## src/rtl/program_loader.sv

```systemverilog
// Byte-stream program loader: frames SYNC, LEN, 4*LEN little-endian data bytes into instruction-RAM writes.
// Optional trailing XOR checksum byte when LOADER_CHECKSUM_EN is defined.
module program_loader #(
  parameter int         ADDR_W      = 6,
  parameter logic [7:0] SYNC_BYTE   = 8'h55,
  parameter int         TIMEOUT_CYC = 50000
) (
  input  logic              clk,
  input  logic              rst_n,
  input  logic              in_valid,
  input  logic [7:0]        in_data,
  output logic              in_ready,
  output logic              mem_we,
  output logic [ADDR_W-1:0] mem_addr,
  output logic [31:0]       mem_wdata,
  output logic              cpu_hold,
  output logic              load_done,
  output logic              load_err
);

  localparam int         TW        = $clog2(TIMEOUT_CYC + 1);
  localparam logic [8:0] MAX_WORDS = 9'(2 ** ADDR_W);
  localparam logic [TW-1:0] T_LAST = TW'(TIMEOUT_CYC - 1);

  typedef enum logic [2:0] {S_IDLE, S_LEN, S_DATA, S_CHK, S_DONE} state_t;

  state_t            state, state_next;
  logic              accept;
  logic              timeout_hit;
  logic              last_byte;
  logic              set_err;
  logic [TW-1:0]     tcnt;
  logic [1:0]        byte_cnt;
  logic [7:0]        words_left;
  logic [ADDR_W-1:0] word_idx;
  logic [23:0]       shift;
`ifdef LOADER_CHECKSUM_EN
  logic [7:0]        chk;
`endif

  assign accept      = in_valid && in_ready;
  assign timeout_hit = (tcnt == T_LAST) && !accept;
  assign last_byte   = (byte_cnt == 2'd3) && (words_left == 8'd1);

  always_ff @(posedge clk or negedge rst_n) begin
    if (!rst_n) state <= S_IDLE;
    else        state <= state_next;
  end

  always_comb begin
    state_next = state;
    set_err    = 1'b0;
    case (state)
      S_IDLE: if (accept && in_data == SYNC_BYTE) state_next = S_LEN;
      S_LEN: begin
        if (accept) begin
          if (in_data == 8'd0) begin
`ifdef LOADER_CHECKSUM_EN
            state_next = S_CHK;
`else
            state_next = S_DONE;
`endif
          end else if ({1'b0, in_data} > MAX_WORDS) begin
            state_next = S_IDLE;
            set_err    = 1'b1;
          end else begin
            state_next = S_DATA;
          end
        end else if (timeout_hit) begin
          state_next = S_IDLE;
          set_err    = 1'b1;
        end
      end
      S_DATA: begin
        if (accept) begin
          if (last_byte) begin
`ifdef LOADER_CHECKSUM_EN
            state_next = S_CHK;
`else
            state_next = S_DONE;
`endif
          end
        end else if (timeout_hit) begin
          state_next = S_IDLE;
          set_err    = 1'b1;
        end
      end
      S_CHK: begin
`ifdef LOADER_CHECKSUM_EN
        if (accept) begin
          if (in_data == chk) begin
            state_next = S_DONE;
          end else begin
            state_next = S_IDLE;
            set_err    = 1'b1;
          end
        end else if (timeout_hit) begin
          state_next = S_IDLE;
          set_err    = 1'b1;
        end
`else
        state_next = S_IDLE;
`endif
      end
      S_DONE:  state_next = S_IDLE;
      default: state_next = S_IDLE;
    endcase
  end

  // Datapath: word assembly, write strobe, status flags and the inter-byte idle counter.
  always_ff @(posedge clk or negedge rst_n) begin
    if (!rst_n) begin
      in_ready   <= 1'b0;
      mem_we     <= 1'b0;
      mem_addr   <= '0;
      mem_wdata  <= '0;
      cpu_hold   <= 1'b1;
      load_done  <= 1'b0;
      load_err   <= 1'b0;
      tcnt       <= '0;
      byte_cnt   <= '0;
      words_left <= '0;
      word_idx   <= '0;
      shift      <= '0;
`ifdef LOADER_CHECKSUM_EN
      chk        <= '0;
`endif
    end else begin
      in_ready  <= (state_next != S_DONE);
      mem_we    <= 1'b0;
      load_done <= (state_next == S_DONE);
      if (state_next == S_DONE) cpu_hold <= 1'b0;
      if (set_err) load_err <= 1'b1;

      if ((state == S_LEN || state == S_DATA || state == S_CHK) && !accept)
        tcnt <= tcnt + 1'b1;
      else
        tcnt <= '0;

      if (state == S_IDLE && accept && in_data == SYNC_BYTE) begin
        cpu_hold <= 1'b1;
        load_err <= 1'b0;
        word_idx <= '0;
        byte_cnt <= '0;
      end

      if (state == S_LEN && accept) begin
        words_left <= in_data;
`ifdef LOADER_CHECKSUM_EN
        chk        <= in_data;
`endif
      end

      if (state == S_DATA && accept) begin
`ifdef LOADER_CHECKSUM_EN
        chk      <= chk ^ in_data;
`endif
        shift    <= {in_data, shift[23:8]};
        byte_cnt <= byte_cnt + 2'd1;
        if (byte_cnt == 2'd3) begin
          mem_we     <= 1'b1;
          mem_addr   <= word_idx;
          mem_wdata  <= {in_data, shift};
          word_idx   <= word_idx + 1'b1;
          words_left <= words_left - 8'd1;
        end
      end
    end
  end

endmodule

```

## config.mk

```make
export PLATFORM = sky130hd
export DESIGN_NAME = program_loader
export DESIGN_NICKNAME = d
export VERILOG_FILES = /design/src/rtl/program_loader.sv
export SDC_FILE = /design/constraint.sdc
export NUM_CORES = 1
export LEC_CHECK = 0
export CAP_MARGIN = 5
export CORE_MARGIN = 2
export CORE_UTILIZATION = 55
export DETAILED_ROUTE_END_ITERATION = 6
export PLACE_DENSITY = 0.79
export SETUP_SLACK_MARGIN = 0.2
export SLEW_MARGIN = 30
export SYNTH_ARGS = -nofsm -noshare
export SYNTH_HDL_FRONTEND = slang
export SYNTH_SLANG_ARGS = --single-unit
```

## constraint.sdc

```tcl
create_clock -name clk -period 2.45 [get_ports clk]
set_input_delay 0.49 -clock clk [delete_from_list [all_inputs] [get_ports clk]]
set_output_delay 0.49 -clock clk [all_outputs]
set_load 0.03 [all_outputs]
```

==> impl_metrics.json, run 1 <==
{
  "max-vdd-ir-drop_uv": 687,
  "power_switching_mw": 2.26,
  "core_area_sq_um": 7690,
  "p_comb_share_pct": 37.1,
  "die-area_sq_um": 8630,
  "critPathCaptureType": "register",
  "cp_num_buf_inv": 1,
  "max_slew_margin_pct": 67.0,
  "clkTransAtPathRegs_ns": 0.10,
  "crit_chain": "clkdlybuf4s50_1, or3_4, or4_4, o32a_4, a21o_1",
  "power_density_nw_per_um2": 1110,
  "ctsResizeCount": 0,
  "ys_types": 48,
  "seqPwrFrac_pct": 45.5,
  "seq_area_sq_um": 2550,
  "postPlaceCellArea_sq_um": 5100,
  "h-tree-depth": 3,
  "async_flop_share_pct": 100,
  "p_leak_nw": 2.45,
  "start_util_pct": 56.5,
  "startpoint_type": "primary input",
  "grt_pass1_vias": 3211,
  "syn_nets": 441,
  "rows": 32,
  "drive_above_1_share_pct": 13.5,
  "finalNonFillerCells": 597,
  "gp_congestion": 0.842,
  "die_w_um": 92.9,
  "wl_per_cell_um": 14.7,
  "max_freq_mhz": 473,
  "drtAntennaViolNets": 0,
  "syn_inst": 425,
  "r2r_slack_ns": 0.53,
  "synth-seq-cells": 102,
  "cts_max_path_buffers": 2,
  "cts_buffers": 9,
  "cp_slowest_stage_delay_ns": 0.49,
  "cts_tree": "done",
  "syn_area_sq_um": 4350,
  "io_buffer_count": 53,
  "grt_pass1_wl_um": 15100,
  "clock_skew_ns": 0.00886,
  "timing.rr.end": "word_idx[5]",
  "via_count": 3241,
  "grt_max_degree": 48,
  "ios": 54,
  "viasPerCell": 5.43,
  "wirelength_um": 8800,
  "drt_iter0_markers": 243,
  "critPathKind": "primary input to register",
  "finalSetupViolCount": 0,
  "cp.required_ns": 2.76,
  "drv_cap": 0,
  "finalInstanceArea_sq_um": 5290,
  "hold_viol_final": 0,
  "synth_flop_cell": "dfrtp_1",
  "synth_edf_count": 0,
  "hpwl_um": 5980,
  "multi_input_area_sq_um": 1700,
  "synth_largest_area_cell": "dfrtp_1",
  "worstMarginPinSlew_ns": 0.490,
  "drv_slew": 0,
  "ys_seq_area_share_pct": 58.8,
  "fin_util_pct": 68.8,
  "globalRouteOverflowTotal": 0,
  "die_height_um": 92.9,
  "antenna_found_initial": 0,
  "internal-power_mw": 3.64,
  "num-nets-final": 506,
  "swShare_pct": 38.3,
  "hold_class": "primary input to async pin",
  "layout_min_cycle_time_ns": 2.11,
  "drt_first_pass_iters": 4,
  "hold_ws_ns": 0.0408,
  "cts_root_buffer": "clkbuf_8",
  "antenna_cells": 0,
  "dp.cells": 581,
  "syn_area_per_cell_sq_um": 10.2,
  "insertion_delay_ns": 0.37,
  "status": "completed",
  "yosysWarningCount": 0,
  "arrival_ns": 2.42,
  "power_mw": 5.89,
  "fillerInstances": 613,
  "netlist_top_cells_area": "dfrtp_1 58%, nand2_1 11%, mux2_2 6.5%, nor2_1 2.9%, xor2_1 1.8%",
  "syn_to_final_growth_pct": 21.7,
  "grt_util_all_layers_pct": 22.2,
  "cp_slowest_cell": "clkdlybuf4s50_1",
  "yosys.area.top_type_share_pct": 58.2,
  "final_cell_mix": "131 x nand2_1, 101 x dfrtp_1, 52 x clkdlybuf4s50_1, 33 x nor2_1, 25 x mux2_2",
  "cts_setup_buffers": 0,
  "route.detailed.drc": 0,
  "crit_fanout": 4,
  "period_share_pct": 86.3,
  "critPathTopFamily": "simple AND/OR/NAND/NOR gates",
  "rsz0062_at_grt": "no",
  "cts_hold_buf": 0,
  "clkPwrFrac_pct": 17.4,
  "reg2regPathDepth": 5,
  "final_common_cell": "nand2_1",
  "clock-sinks": 102,
  "worstReg2RegStart": "state[2]"
}
power by group through the flow:
stage                     registers, mW  clock network (mW)  logic (mW)
after floorplan                    3.11                   0       0.889
after global placement             2.68                   0        2.16
after detailed placement           2.71                   0        2.20
after CTS                          2.68                1.05        2.21
after global routing               2.76                1.12        2.39
final                              2.68                1.03        2.19
cells by family after synthesis:
family	count (synthesis)	synth area share (%)
AO/OA/AOI/OAI	36	5.62
multiplexers	26	6.74
XOR/XNOR	16	3.23
buffers and inverters	26	2.33
adder cells (fa/ha/maj)	5	1.44
flip-flops	102	58.8
AND/OR/NAND/NOR	214	21.9
synth_stat cells, drive strengths merged, types with 2 or more instances:
library cell / number
a311oi: 3
dfrtp: 101
inv: 9
o32ai: 2
and3: 2
buf: 5
o21ai: 10
mux2: 26
nor2: 33
nor4: 2
a21oi: 9
clkbuf: 11
nand2: 131
ha: 5
nand2b: 5
nand3: 10
or3: 8
nand4: 7
xor2: 9
nand3b: 3
xnor2: 7
nor3: 6
a21o: 3
metrics by stage:
stage / TNS (ns) / setup slack (ns)
floorplan: 0 / 0.477
global placement: -0.0425 / -0.0425
detailed placement: -0.0499 / -0.0499
CTS: 0 / 0.355
global route: 0 / 0.245
finish: 0 / 0.336
registers in the layout, summed over array words and instances, names as in the netlist:
| name | count |
|---|---|
| mem_wdata | 32 |
| shift | 24 |
| tcnt | 16 |
| words_left | 8 |
| mem_addr | 6 |
| word_idx | 6 |
| state | 3 |
| byte_cnt | 2 |
| cpu_hold | 1 |
| in_ready | 1 |
| load_done | 1 |
| load_err | 1 |
| mem_we | 1 |
how the worst max path moves through the flow:
stage | slack [ns] | startpoint | endpoint | cells after the start
CTS | 0.36 | in_data[1] | cpu_hold | 5
global route | 0.24 | in_valid | words_left[6] | 6
floorplan | 0.48 | in_ready | shift[16] | 4
global placement | -0.04 | in_data[1] | cpu_hold | 5
detailed placement | -0.05 | in_data[1] | cpu_hold | 5
finish | 0.34 | in_data[3] | cpu_hold | 5
routing by layer:
metal | vias to the layer above | share of wire [%] | track usage, %
met3 | 18 | 4.7 | 3.74
met4 | 0 | 2.3 | 9.93
met1 | 1586 | 46 | 30.2
li1 | 1547 | - | -
met5 | - | 0 | 0
met2 | 90 | 47 | 35.3
cell type report:
type,instances,area share [%]
Inverter,10,0.710
Sequential cell,102,48.3
Clock buffer,9,2.34
Clock inverter,7,1.21
Tap cell,102,2.41
Timing Repair Buffer,70,12.9
Multi-Input combinational cell,297,32.2
No activity file was read; power rests on OpenSTA's default activity.
==> run 2: changes to the inputs <==
- CORE_UTILIZATION: 55 -> 63
- DONT_BUFFER_PORTS: unset -> 1
==> impl_metrics.json, run 2 (synthesis results as in run 1) <==
{
  "status": "finished, violations left",
  "violations": "negative hold slack",
  "syn_to_final_growth_pct": 6.13,
  "die_w_um": 87.1,
  "drv_cap": 0,
  "internal-power_mw": 3.16,
  "hpwl_um": 5320,
  "num-nets-final": 441,
  "drt_first_pass_iters": 4,
  "critPathKind": "register to register",
  "crit_fanout": 7,
  "core_area_sq_um": 6720,
  "finalSetupViolCount": 0,
  "grt_pass1_wl_um": 13100,
  "insertion_delay_ns": 0.36,
  "antenna_cells": 0,
  "grt_pass1_vias": 2816,
  "die_height_um": 87.1,
  "grt_util_all_layers_pct": 22.2,
  "final_cell_mix": "131 x nand2_1, 101 x dfrtp_1, 33 x nor2_1, 25 x mux2_2",
  "period_share_pct": 84.4,
  "die-area_sq_um": 7580,
  "cts_setup_buffers": 0,
  "critPathTopFamily": "simple AND/OR/NAND/NOR gates",
  "max_slew_margin_pct": 59.8,
  "gp_congestion": 0.880,
  "fillerInstances": 515,
  "clkPwrFrac_pct": 18.4,
  "clock_skew_ns": 0.0120,
  "cp_slowest_cell": "dfrtp_1",
  "start_util_pct": 64.7,
  "wirelength_um": 7940,
  "ctsResizeCount": 0,
  "drt_iter0_markers": 184,
  "critPathCaptureType": "register",
  "largest_register": "mem_wdata",
  "layout_min_cycle_time_ns": 2.07,
  "antenna_found_initial": 0,
  "route.detailed.drc": 0,
  "cp.required_ns": 2.70,
  "power_mw": 5.24,
  "max_freq_mhz": 484,
  "h-tree-depth": 3,
  "cts_buffers": 9,
  "rsz0062_at_grt": "no",
  "reg.largest.list": "mem_wdata (32), shift (24), tcnt (16)",
  "power_density_nw_per_um2": 1140,
  "cp_slowest_stage_delay_ns": 0.58,
  "startpoint_type": "register",
  "dp.cells": 494,
  "cts_max_path_buffers": 2,
  "cp_num_buf_inv": 0,
  "worstMarginPinSlew_ns": 0.599,
  "crit_chain": "nand2_1, or3_1, nand2_1, a21oi_1, a311oi_1",
  "finalNonFillerCells": 510,
  "io_buffer_count": 0,
  "swShare_pct": 39.7,
  "clkTransAtPathRegs_ns": 0.09,
  "final_common_cell": "nand2_1",
  "drv_slew": 0,
  "seqPwrFrac_pct": 61.2,
  "fin_tns_setup_ns": 0,
  "clock-sinks": 102,
  "power_switching_mw": 2.08,
  "cts_tree": "done",
  "grt_max_degree": 103,
  "ios": 54,
  "largest_register_ffs": 32,
  "via_count": 2914,
  "crit_top_cell": "nand2_1",
  "hold_ws_ns": -0.178,
  "drive_above_1_share_pct": 12.3,
  "wl_per_cell_um": 15.6,
  "p_leak_nw": 2.17,
  "globalRouteOverflowTotal": 0,
  "hold_class": "primary input to async pin",
  "hold_viol_final": 101,
  "viasPerCell": 5.71,
  "arrival_ns": 2.32,
  "cts_root_buffer": "clkbuf_8",
  "drtAntennaViolNets": 0,
  "rows": 30,
  "p_comb_share_pct": 20.4,
  "max-vdd-ir-drop_uv": 575,
  "fin_util_pct": 68.6
}
==> run 2: changes by cell type in the layout (fill, tap and decap cells not counted), sizes merged <==
cell / change
inv: -2
clkinv: +1
clkbuf: +1
buf: -13
clkdlybuf4s50: -52
==> run 2: final cells by class <==
type	instances	area [sq um]	share of cell area (%)
sequential	102	2550	55.4
multi-input combinational	297	1700	36.9
clock buffer	10	128	2.77
tap	80	100	2.17
clock inverter	6	53.8	1.17
timing repair buffer	5	37.5	0.814
inverter	10	37.5	0.814
==> run 2: final timing paths <==
kind	startpoint	to	slack [ns]	cells past startpoint
worst min-delay path	rst_n	mem_we	-0.18	0
worst max register to register	in_ready	words_left[7]	0.38	5
max in group asynchronous	rst_n	cpu_hold	2.35	0
worst max-delay path	in_ready	words_left[7]	0.38	5
worst min register to register	shift[5]	mem_wdata[5]	0.47	2
min in group clk	in_data[7]	mem_wdata[31]	0.23	2
==> run 2: layer usage <==
layer	GRT usage [%]	vias to the layer above	part of all wire (%)
met5	0	-	0
met4	10.1	0	2.2
met3	4.27	14	4.0
met2	35.5	64	50
met1	29.6	1427	44
li1	-	1409	-
==> run 2: metrics by stage <==
| step | setup WS [ns] | area, sq um |
|---|---|---|
| after global placement | 0.475 | 4430 |
| after CTS | 0.397 | 4610 |
| after global routing | 0.283 | 4610 |
| final | 0.383 | 4610 |
| after detailed placement | 0.393 | 4430 |
| after floorplan | 0.477 | 4350 |
==> run 2: power by group through the flow <==
stage | registers, mW | clock network [mW] | logic (mW)
final | 3.21 | 0.964 | 1.07
after global routing | 3.30 | 1.08 | 1.22
after CTS | 3.21 | 0.997 | 1.09
after detailed placement | 3.24 | 0 | 1.08
after global placement | 3.22 | 0 | 1.02
after floorplan | 3.11 | 0 | 0.889
==> run 3: changes to the inputs <==
- CORE_UTILIZATION: 63 -> 57
- PLACE_DENSITY: 0.79 -> 0.75
- clock period: 2.45 -> 1.7 ns (I/O delays scaled with it)
==> impl_metrics.json, run 3 (synthesis results as in run 1) <==
{
  "status": "finished, violations left",
  "violations": "negative hold slack, negative setup slack",
  "die_height_um": 91.3,
  "antenna_found_initial": 0,
  "grt_pass1_wl_um": 18700,
  "drt_iter0_markers": 389,
  "finalSetupViolCount": 3,
  "finalWorstSetupSlack_ns": -0.0409,
  "cts_buffers": 9,
  "drv_slew": 0,
  "power_density_nw_per_um2": 1630,
  "r2r_slack_ns": -0.04,
  "p_comb_share_pct": 34.0,
  "fillerInstances": 349,
  "cts_tree": "done",
  "drv_cap": 0,
  "grt_pass1_vias": 3371,
  "cp.required_ns": 2.02,
  "rsz0062_at_grt": "yes",
  "arrival_ns": 2.06,
  "largest_register_ffs": 32,
  "power_mw": 10.2,
  "reg.largest.list": "mem_wdata (32), shift (24), tcnt (16)",
  "max_freq_mhz": 574,
  "wirelength_um": 14300,
  "route.detailed.drc": 0,
  "cts_max_path_buffers": 2,
  "swShare_pct": 42.2,
  "num-nets-final": 507,
  "final_common_cell": "dfrtp_1",
  "clock_skew_ns": 0.0219,
  "grt_util_all_layers_pct": 29.6,
  "critPathCaptureType": "register",
  "insertion_delay_ns": 0.39,
  "drive_above_1_share_pct": 46.6,
  "critPathKind": "register to register",
  "p_leak_nw": 2.92,
  "h-tree-depth": 3,
  "clkPwrFrac_pct": 16.8,
  "hold_viol_final": 102,
  "core_area_sq_um": 7330,
  "via_count": 3684,
  "seq_area_sq_um": 2560,
  "gp_congestion": 0.892,
  "crit_fanout": 7,
  "power_switching_mw": 4.29,
  "hold_ws_ns": -0.373,
  "clkTransAtPathRegs_ns": 0.12,
  "globalRouteOverflowTotal": 0,
  "seqPwrFrac_pct": 49.2,
  "max_slew_margin_pct": 58.4,
  "io_buffer_count": 0,
  "clock-sinks": 102,
  "largest_register": "mem_wdata",
  "syn_to_final_growth_pct": 43.1,
  "worstMarginPinSlew_ns": 0.624,
  "reg2regPathDepth": 9,
  "die_w_um": 91.3,
  "period_share_pct": 102,
  "wl_per_cell_um": 24.1,
  "timing.rr.end": "word_idx[4]",
  "start_util_pct": 59.3,
  "ios": 54,
  "max-vdd-ir-drop_uv": 925,
  "drtAntennaViolNets": 0,
  "layout_min_cycle_time_ns": 1.74,
  "rows": 31,
  "antenna_cells": 0,
  "viasPerCell": 6.19,
  "startpoint_type": "register",
  "hold_class": "primary input to async pin",
  "final_cell_mix": "98 x dfrtp_1, 66 x nand2_1, 41 x nand2_2, 32 x buf_4, 30 x nor2_1",
  "grt_max_degree": 103,
  "internal-power_mw": 5.87,
  "multi_input_area_sq_um": 2340,
  "drt_first_pass_iters": 5,
  "cts_root_buffer": "clkbuf_8",
  "hpwl_um": 5730,
  "die-area_sq_um": 8340,
  "worstReg2RegStart": "state[0]"
}
-- run 3: changes by cell type in the layout (fill, tap and decap cells not counted), moves of 8 or more --
cell and delta:
buf_12 +8, nand2_4 +22, nand2_2 +41, buf_4 +27, nand2_1 -65, mux2_4 +26
buf_16 +9, mux2_2 -25, buf_6 +16
-- run 3: timing repair --
| action | CTS | global route |
|---|---|---|
| setup buffers | 18 | 19 |
| endpoints found under the hold margin | 102 | 102 |
| pin swaps | 51 | 26 |
| resized for setup | 95 | 85 |
| gates cloned | 10 | 4 |
| setup endpoints to repair | 79 | 90 |
-- run 3: how the worst max path moves through the flow --
stage	startpoint	end	slack, ns	depth (start not counted)
CTS	words_left[1]	words_left[7]	-0.01	5
global placement	in_data[1]	cpu_hold	-0.11	4
detailed placement	in_data[1]	cpu_hold	-0.12	4
global route	state[0]	word_idx[4]	-0.09	9
finish	state[0]	word_idx[4]	-0.04	9
floorplan	in_data[1]	cpu_hold	-0.09	4
-- run 3: cell type report --
class / instances / area share [%]
flip-flops and latches: 102 / 41.1
multi-input cells: 297 / 37.7
repair buffers: 70 / 14.7
clock buffers: 10 / 2.21
well taps: 99 / 1.99
clock inverters: 6 / 1.25
inverters: 10 / 0.805
repair inverters: 1 / 0.262
-- run 3: layer usage --
metal	track usage, %	vias to the layer above	routed length [um]	share of wire [%]
li1	-	1550	-	-
met1	38.9	1853	5390	38
met2	48.4	219	7190	50
met3	6.56	62	1080	7.6
met4	11.0	0	668	4.7
met5	0	-	0	0
-- run 3: worst max-delay path: stages (launching register included) --
cell     delay [ns]
dfrtp_1        0.41
buf_6          0.13
buf_6          0.11
nor2b_4        0.14
nand3_4        0.19
buf_12         0.21
buf_6          0.14
a31oi_4        0.16
o21ai_2        0.09
o21ai_1        0.09
-- run 3: power by group through the flow --
stage / combinational (mW) / sequential, mW / clock (mW)
6_report: 3.45 / 5.00 / 1.70
5_1_grt: 3.64 / 5.05 / 1.81
4_1_cts: 2.73 / 4.74 / 1.65
3_5_place_dp: 1.89 / 4.70 / 0
3_3_place_gp: 1.80 / 4.66 / 0
2_1_floorplan: 1.50 / 4.51 / 0
-- run 3: through the flow --
stage	TNS [ns]	cells	worst slack, ns	util (%)	cell area [sq um]
floorplan	-0.146	425	-0.0856	-	4510
global placement	-0.197	528	-0.106	64.3	4720
detailed placement	-0.301	528	-0.119	64.4	4720
CTS	-0.0146	572	-0.0146	77.5	5680
global route	-0.642	595	-0.0937	84.8	6220
finish	-0.0842	595	-0.0409	84.8	6220
